==> config.mk <==
export PLATFORM = sky130hd
export DESIGN_NAME = recorder_event_ctrl
export DESIGN_NICKNAME = d
export VERILOG_FILES = /design/src/rtl/recorder_pkg.sv /design/src/rtl/key_debounce.sv /design/src/rtl/recorder_event_ctrl.sv
export SDC_FILE = /design/constraint.sdc
export NUM_CORES = 1
export LEC_CHECK = 0
export ABC_CLOCK_PERIOD_IN_PS = 3050
export CAP_MARGIN = 0
export CORE_ASPECT_RATIO = 1.2
export CORE_MARGIN = 4
export CORE_UTILIZATION = 35
export CTS_BUF_LIST = sky130_fd_sc_hd__clkbuf_8
export DETAILED_ROUTE_END_ITERATION = 12
export PLACE_DENSITY = 0.47
export SYNTH_ARGS = -nofsm -noshare
export SYNTH_HDL_FRONTEND = slang
export SYNTH_HIERARCHICAL = 1
export SYNTH_SLANG_ARGS = --single-unit
==> constraint.sdc <==
create_clock -name i_clk -period 3.05 [get_ports i_clk]
set_clock_uncertainty 0.05 [all_clocks]
set_input_delay 0.4575 -clock i_clk [delete_from_list [all_inputs] [get_ports i_clk]]
set_output_delay 0.4575 -clock i_clk [all_outputs]
set_load 0.01 [all_outputs]
==> src/rtl/recorder_pkg.sv <==
// Shared definitions between the front-panel controller and the audio core:
// command codes, mode encodings, transport states and the packed event layout.
package recorder_pkg;

   localparam logic [3:0] REC_NONE   = 4'd0;
   localparam logic [3:0] REC_PLAY   = 4'd1;
   localparam logic [3:0] REC_PAUSE  = 4'd2;
   localparam logic [3:0] REC_STOP   = 4'd3;
   localparam logic [3:0] REC_RECORD = 4'd4;

   localparam logic [1:0] REC_NORMAL = 2'd0;
   localparam logic [1:0] REC_SLOW   = 2'd1;
   localparam logic [1:0] REC_FAST   = 2'd2;

   localparam logic [3:0] SPEED_MIN = 4'd1;
   localparam logic [3:0] SPEED_MAX = 4'd8;

   localparam int EV_CODE_LSB     = 12;
   localparam int EV_MODE_LSB     = 10;
   localparam int EV_SPEED_LSB    = 6;
   localparam int EV_INTERPOL_BIT = 5;

   typedef enum logic [2:0] {
      ST_IDLE        = 3'd0,
      ST_PLAYING     = 3'd1,
      ST_PLAY_PAUSED = 3'd2,
      ST_RECORDING   = 3'd3,
      ST_REC_PAUSED  = 3'd4
   } rec_state_e;

   // The reserved switch setting 3 falls back to normal playback.
   function automatic logic [1:0] map_mode(input logic [1:0] sw);
      case (sw)
         REC_SLOW: map_mode = REC_SLOW;
         REC_FAST: map_mode = REC_FAST;
         default:  map_mode = REC_NORMAL;
      endcase
   endfunction

   function automatic logic [15:0] pack_event(input logic [3:0] code, input logic [1:0] mode,
                                              input logic [3:0] speed, input logic interpol);
      pack_event = 16'd0;
      pack_event[EV_CODE_LSB +: 4]   = code;
      pack_event[EV_MODE_LSB +: 2]   = mode;
      pack_event[EV_SPEED_LSB +: 4]  = speed;
      pack_event[EV_INTERPOL_BIT]    = interpol;
   endfunction

endpackage

==> src/rtl/key_debounce.sv <==
// One pushbutton: 2-FF synchronizer, stability-counter debounce and a
// one-cycle pulse on each accepted press (debounced high-to-low).
module key_debounce #(
   parameter int DEBOUNCE_CYCLES = 500000
) (
   input  logic i_clk,
   input  logic i_rst_n,
   input  logic i_key_n,
   output logic o_press
);

   localparam int CW = (DEBOUNCE_CYCLES > 1) ? $clog2(DEBOUNCE_CYCLES) : 1;
   localparam logic [CW-1:0] CNT_LAST = CW'(DEBOUNCE_CYCLES - 1);

   logic          sync1_q, sync2_q;
   logic          level_q, level_d, level_dly_q, press_q;
   logic [CW-1:0] cnt_q, cnt_d;

   // Level flips on the Nth consecutive disagreeing sample; any agreement restarts.
   always_comb begin
      level_d = level_q;
      cnt_d   = '0;
      if (sync2_q != level_q) begin
         if (cnt_q == CNT_LAST) begin
            level_d = sync2_q;
         end else begin
            cnt_d = cnt_q + CW'(1);
         end
      end else begin
         cnt_d = '0;
      end
   end

   always_ff @(posedge i_clk or negedge i_rst_n) begin
      if (!i_rst_n) begin
         sync1_q     <= 1'b1;
         sync2_q     <= 1'b1;
         level_q     <= 1'b1;
         level_dly_q <= 1'b1;
         cnt_q       <= '0;
         press_q     <= 1'b0;
      end else begin
         sync1_q     <= i_key_n;
         sync2_q     <= sync1_q;
         level_q     <= level_d;
         level_dly_q <= level_q;
         cnt_q       <= cnt_d;
         press_q     <= level_dly_q & ~level_q;
      end
   end

   assign o_press = press_q;

endmodule

==> src/rtl/recorder_event_ctrl.sv <==
// Front-panel controller: debounced keys drive a shadow transport state and
// produce the packed 16-bit control event consumed by the audio core.
module recorder_event_ctrl
   import recorder_pkg::*;
#(
   parameter int DEBOUNCE_CYCLES = 500000,
   parameter int CODE_HOLD       = 4
) (
   input  logic        i_clk,
   input  logic        i_rst_n,
   input  logic        i_key_play_pause,
   input  logic        i_key_stop,
   input  logic        i_key_record,
   input  logic        i_key_speed_up,
   input  logic        i_key_speed_down,
   input  logic [1:0]  i_sw_mode,
   input  logic        i_sw_interpol,
   input  logic        i_stop_signal,
   output logic [15:0] o_event,
   output logic [2:0]  o_state,
   output logic [3:0]  o_speed
);

   localparam int K_PP = 0, K_STOP = 1, K_REC = 2, K_UP = 3, K_DN = 4;
   localparam int HW = $clog2(CODE_HOLD + 1);
   localparam logic [HW-1:0] HOLD_LOAD = HW'(CODE_HOLD);

   logic [4:0]  keys_n_s, press_s;
   logic [1:0]  mode_s1_q, mode_s2_q;
   logic        int_s1_q, int_s2_q;
   rec_state_e  state_q, state_d;
   logic [HW-1:0] hold_q, hold_d;
   logic [3:0]  speed_q, speed_d, code_new_s, code_d;
   logic [15:0] event_q, event_d;
   logic        stop_req_s;

   assign keys_n_s = {i_key_speed_down, i_key_speed_up, i_key_record, i_key_stop, i_key_play_pause};

   for (genvar g = 0; g < 5; g++) begin : g_key
      key_debounce #(.DEBOUNCE_CYCLES(DEBOUNCE_CYCLES)) u_key (
         .i_clk   (i_clk),
         .i_rst_n (i_rst_n),
         .i_key_n (keys_n_s[g]),
         .o_press (press_s[g])
      );
   end

   // Transport decision: one winner (stop > record > play_pause), only outside a hold window.
   always_comb begin
      state_d    = state_q;
      code_new_s = REC_NONE;
      stop_req_s = press_s[K_STOP] | ((state_q == ST_PLAYING) & i_stop_signal);
      if (hold_q == '0) begin
         if (stop_req_s) begin
            if (state_q != ST_IDLE) begin
               code_new_s = REC_STOP;
               state_d    = ST_IDLE;
            end else begin
               state_d = state_q;
            end
         end else if (press_s[K_REC]) begin
            if (state_q inside {ST_IDLE, ST_PLAY_PAUSED, ST_REC_PAUSED}) begin
               code_new_s = REC_RECORD;
               state_d    = ST_RECORDING;
            end else begin
               state_d = state_q;
            end
         end else if (press_s[K_PP]) begin
            case (state_q)
               ST_IDLE, ST_PLAY_PAUSED, ST_REC_PAUSED: begin
                  code_new_s = REC_PLAY;
                  state_d    = ST_PLAYING;
               end
               ST_PLAYING: begin
                  code_new_s = REC_PAUSE;
                  state_d    = ST_PLAY_PAUSED;
               end
               ST_RECORDING: begin
                  code_new_s = REC_PAUSE;
                  state_d    = ST_REC_PAUSED;
               end
               default: state_d = ST_IDLE;
            endcase
         end else begin
            state_d = state_q;
         end
      end else begin
         state_d = state_q;
      end
   end

   // Code stays visible while the hold counter runs down, then reverts to NONE.
   always_comb begin
      hold_d = '0;
      code_d = REC_NONE;
      if (code_new_s != REC_NONE) begin
         hold_d = HOLD_LOAD;
         code_d = code_new_s;
      end else if (hold_q > HW'(1)) begin
         hold_d = hold_q - HW'(1);
         code_d = event_q[EV_CODE_LSB +: 4];
      end else begin
         hold_d = '0;
         code_d = REC_NONE;
      end
   end

   // Speed factor, saturating 1..8; pressing both keys together cancels.
   always_comb begin
      speed_d = speed_q;
      if (press_s[K_UP] && !press_s[K_DN]) begin
         speed_d = (speed_q != SPEED_MAX) ? speed_q + 4'd1 : speed_q;
      end else if (press_s[K_DN] && !press_s[K_UP]) begin
         speed_d = (speed_q != SPEED_MIN) ? speed_q - 4'd1 : speed_q;
      end else begin
         speed_d = speed_q;
      end
      event_d = pack_event(code_d, map_mode(mode_s2_q), speed_d, int_s2_q);
   end

   // Registered state, outputs and switch synchronizers.
   always_ff @(posedge i_clk or negedge i_rst_n) begin
      if (!i_rst_n) begin
         state_q   <= ST_IDLE;
         hold_q    <= '0;
         speed_q   <= SPEED_MIN;
         event_q   <= pack_event(REC_NONE, REC_NORMAL, SPEED_MIN, 1'b0);
         mode_s1_q <= 2'd0;
         mode_s2_q <= 2'd0;
         int_s1_q  <= 1'b0;
         int_s2_q  <= 1'b0;
      end else begin
         state_q   <= state_d;
         hold_q    <= hold_d;
         speed_q   <= speed_d;
         event_q   <= event_d;
         mode_s1_q <= i_sw_mode;
         mode_s2_q <= mode_s1_q;
         int_s1_q  <= i_sw_interpol;
         int_s2_q  <= int_s1_q;
      end
   end

   assign o_event = event_q;
   assign o_state = state_q;
   assign o_speed = speed_q;

endmodule

==> run summary <==
detailed placement HPWL = 9160 um
Max Transition Viols Final = 0
source-to-sink clock delay at the later pin of the worst-skew pair = 440 ps
Highest Clock Rate = 469 MHz
final-layout setup total negative slack = 0 ps
number of antenna violations at the first check in global routing = 0
dominant synthesized flop cell = sky130_fd_sc_hd__dfrtp_1
number of buffer cells added on primary ports = 27
Post-synth EDFFs = 0
maximum count of clock buffers along a single path = 2
worst slew slack as a fraction of its limit = 60.0%
Synth Area per Inst = 10.5 um2
sum of overflow across all layers after global routing = 0
Reg2Reg Setup Slack = 920 ps
total chip power = 4.22 mW
number of warnings reported in the yosys synthesis log = 6
Hold Vio Cnt, Final = 0
largest net degree at the start of global routing = 63
Vias/cell = 4.96
routed length per instance = 13.4 um
Setup Crit Path Kind = reg2reg
Clock Root Buffer = sky130_fd_sc_hd__clkbuf_8
Iteration-0 DRC Markers = 203
multiplexer fraction of the synthesized cell area = 2.00%
io pins = 34
placer congestion estimate = 0.820
clock-pin slew of the registers on the worst-case setup and hold paths = 80 ps
synthesis-stage register bit count = 142
RSZ-0062 raised after global routing = false
filler cell count in the final layout = 1,932
RR Startpoint = g_key[0].u_key/cnt_q[9]$_DFF_PN0_
initial standard-cell utilization of the core = 35.8%
Worst Max-Slew Pin Slew = 600 ps
Gate Count Post-Synth = 671
vias in the first global route = 4,902
cts bufs inserted = 17
crit path launch type = flip-flop
post-synthesis adder-cell area fraction = 2.32%
clock tree from TritonCTS = done
share of post-route cells with drive strength above 1 = 13.3%
element type at the critical path end = flip-flop
largest fanout on the critical path = 9
total core area = 19,600 um2
commonest cells after routing, fill and taps aside = sky130_fd_sc_hd__dfrtp_1, sky130_fd_sc_hd__nor2_1, sky130_fd_sc_hd__xnor2_1, sky130_fd_sc_hd__inv_1, sky130_fd_sc_hd__nand3_1
Area Growth Syn to Fin = 14.5%
Final Net Count = 732
Remaining DRCs = 0
Final setup violation count = 0
Compound-Gate Fraction of Synth Area = 8.20%
most frequent standard cell in the layout excluding fill and tap cells = sky130_fd_sc_hd__dfrtp_1
combinational family with the most area after synthesis = simple AND/OR/NAND/NOR gates
sequential area share after synthesis = 51.0%
count of H-tree levels built during CTS = 4
first-pass GRT wire length = 23,100 um
mapped cell area = 7020 um2
power density over cell area = 525 nW/um2
area occupied by multi-input gates = 3170 um2
die extent in x = 137 um
FF+latch area = 3580 um2
number of cells traversed by the worst register-to-register path = 5
classification of the worst-slack hold path = reg2reg
die area = 22,400 um2
Detail Route Antenna Nets = 0
synthesized-area fraction occupied by and/or/nand/nor cells = 23.1%
endpoint of the worst hold-timing path = g_key[3].u_key/sync2_q$_DFF_PN1_
Post-synth ARST share = 100%
Die Y = 163 um
share of the synthesized netlist area taken by xor and xnor gates = 9.24%
leakage power of the design = 3.19 nW
status = complete, no violations
Core Rows = 56
post-CTS setup buffer count = 0
data required time of the critical path = 3330 ps
worst-case vdd ir drop = 0.000231 V
terminus of the critical flop-to-flop path = g_key[0].u_key/cnt_q[6]$_DFF_PN0_
drt first pass iters = 4
worst hold stages = 0
hold path startpoint = g_key[3].u_key/sync1_q$_DFF_PN1_
detailed-route wire length = 13,200 um
maxcap violations = 0
quantity of gates resized following cts = 0
share of the cycle needed by the critical path after routing = 69.9%
final worst path period need = 2130 ps
diode insertion count for antenna repair = 0
total number of vias = 4,868
overall global routing resource usage = 12.8%
CP Data Arrival Time = 2410 ps
number of clock sinks = 142
post-synth cell types = 59
==> how the worst max path moves through the flow <==
stage                                            from                                 to  slack, ps  depth (start not counted)
floorplan                      o_speed[0]$_DFFE_PN1P_             o_speed[0]$_DFFE_PN1P_       1080                          5
global placement                        i_stop_signal             o_state[2]$_DFFE_PN0P_        880                          5
detailed placement                      i_stop_signal             o_state[2]$_DFFE_PN0P_        790                          5
CTS                            o_speed[0]$_DFFE_PN1P_                         o_event[6]        860                          1
global route        g_key[0].u_key/cnt_q[9]$_DFF_PN0_  g_key[0].u_key/cnt_q[6]$_DFF_PN0_        740                          5
finish              g_key[0].u_key/cnt_q[9]$_DFF_PN0_  g_key[0].u_key/cnt_q[6]$_DFF_PN0_        920                          5
==> flip-flops by register name, indices dropped and copies added (netlist names) <==
name,flops
g_key.u_key/level_dly_q,5
o_speed,3
g_key.u_key/cnt_q,95
int_s2_q,1
g_key.u_key/sync2_q,5
g_key.u_key/level_q,5
int_s1_q,1
o_state,3
mode_s1_q,2
o_event,7
hold_q,3
g_key.u_key/o_press,5
mode_s2_q,2
g_key.u_key/sync1_q,5
==> routing by layer <==
layer,global-route usage [%],vias to the layer above,part of all wire [%]
met5,0,-,0
met4,4.40,0,1.6
met3,3.51,14,3.0
met2,20.1,61,47
met1,17.0,2391,49
li1,-,2402,-
==> through the flow <==
step                      util (%)  hold WS, ps  instance area (um2)  instances  worst slack, ps
final                         40.9          301                 8030        982              917
after global routing          40.9          309                 8030        982              742
after CTS                     40.9          304                 8030        982              860
after detailed placement      38.5          287                 7560        949              788
after global placement        38.5          286                 7560        949              879
after floorplan                  -          112                 7030        676             1080
==> Yosys cell counts, types with 2 or more instances <==
library cell	number	area, um2
sky130_fd_sc_hd__a21oi_1	17	85.1
sky130_fd_sc_hd__nor3_1	21	105
sky130_fd_sc_hd__nor2_1	98	368
sky130_fd_sc_hd__o22ai_1	2	12.5
sky130_fd_sc_hd__dfstp_2	21	552
sky130_fd_sc_hd__and4_1	2	17.5
sky130_fd_sc_hd__dfrtp_1	121	3030
sky130_fd_sc_hd__o211ai_1	2	15.0
sky130_fd_sc_hd__nor3b_1	2	15.0
sky130_fd_sc_hd__inv_1	36	135
sky130_fd_sc_hd__o21ai_2	2	17.5
sky130_fd_sc_hd__mux2i_1	5	50.1
sky130_fd_sc_hd__and3_1	3	18.8
sky130_fd_sc_hd__nor2b_1	14	87.6
sky130_fd_sc_hd__buf_2	8	40.0
sky130_fd_sc_hd__or3_1	13	81.3
sky130_fd_sc_hd__and2_1	5	31.3
sky130_fd_sc_hd__or4_4	5	56.3
sky130_fd_sc_hd__o21ai_0	18	90.1
sky130_fd_sc_hd__nor4_2	4	50.1
sky130_fd_sc_hd__nand4_4	4	85.1
sky130_fd_sc_hd__nor4b_1	4	35.0
sky130_fd_sc_hd__buf_4	14	105
sky130_fd_sc_hd__o31ai_1	2	15.0
sky130_fd_sc_hd__nor4_1	25	156
sky130_fd_sc_hd__nand4_1	23	144
sky130_fd_sc_hd__nand2b_1	3	18.8
sky130_fd_sc_hd__xor2_1	14	123
sky130_fd_sc_hd__xnor2_1	60	526
sky130_fd_sc_hd__o21a_1	2	15.0
sky130_fd_sc_hd__ha_1	13	163
sky130_fd_sc_hd__nand3_1	37	185
sky130_fd_sc_hd__a21oi_2	2	17.5
sky130_fd_sc_hd__o41ai_4	5	138
sky130_fd_sc_hd__nand2_1	34	128
sky130_fd_sc_hd__mux2_2	7	78.8
==> critical path, stage by stage, from the launching register on <==
cell and delay, ps:
sky130_fd_sc_hd__dfrtp_1 440, sky130_fd_sc_hd__nor4_1 320, sky130_fd_sc_hd__nand4_1 230, sky130_fd_sc_hd__o41ai_4 660
sky130_fd_sc_hd__buf_4 270, sky130_fd_sc_hd__nor2_1 60
==> repair_timing <==
item                                    CTS  global route
hold buffers                              1             0
endpoints found under the setup margin    0             0
endpoints found under the hold margin    50             0
==> cells by family (layout without fill, tap and decap cells) <==
logic type | count (synthesis) | count (layout)
xor+xnor | 74 | 74
fa+ha+maj | 13 | 13
flops | 142 | 142
simple gates | 300 | 300
buf+inv | 59 | 104
mux | 13 | 13
compound gates | 69 | 69
other cells | 1 | 6
==> power breakdown <==
| part | leakage, nW | switching [mW] | internal, mW |
|---|---|---|---|
| registers | 1.87 | 0.0843 | 1.96 |
| logic | 1.08 | 0.238 | 0.191 |
| clock network | 0.237 | 0.714 | 1.03 |
| total | 3.19 | 1.04 | 3.18 |
==> area by class of cell <==
type | count | area share (%)
timing repair buffer | 36 | 4.41
clock inverter | 12 | 2.38
tap | 261 | 4.07
clock buffer | 20 | 3.43
inverter | 36 | 1.68
sequential | 142 | 44.6
multi-input combinational | 475 | 39.5
(Power assumes the default switching activity.)
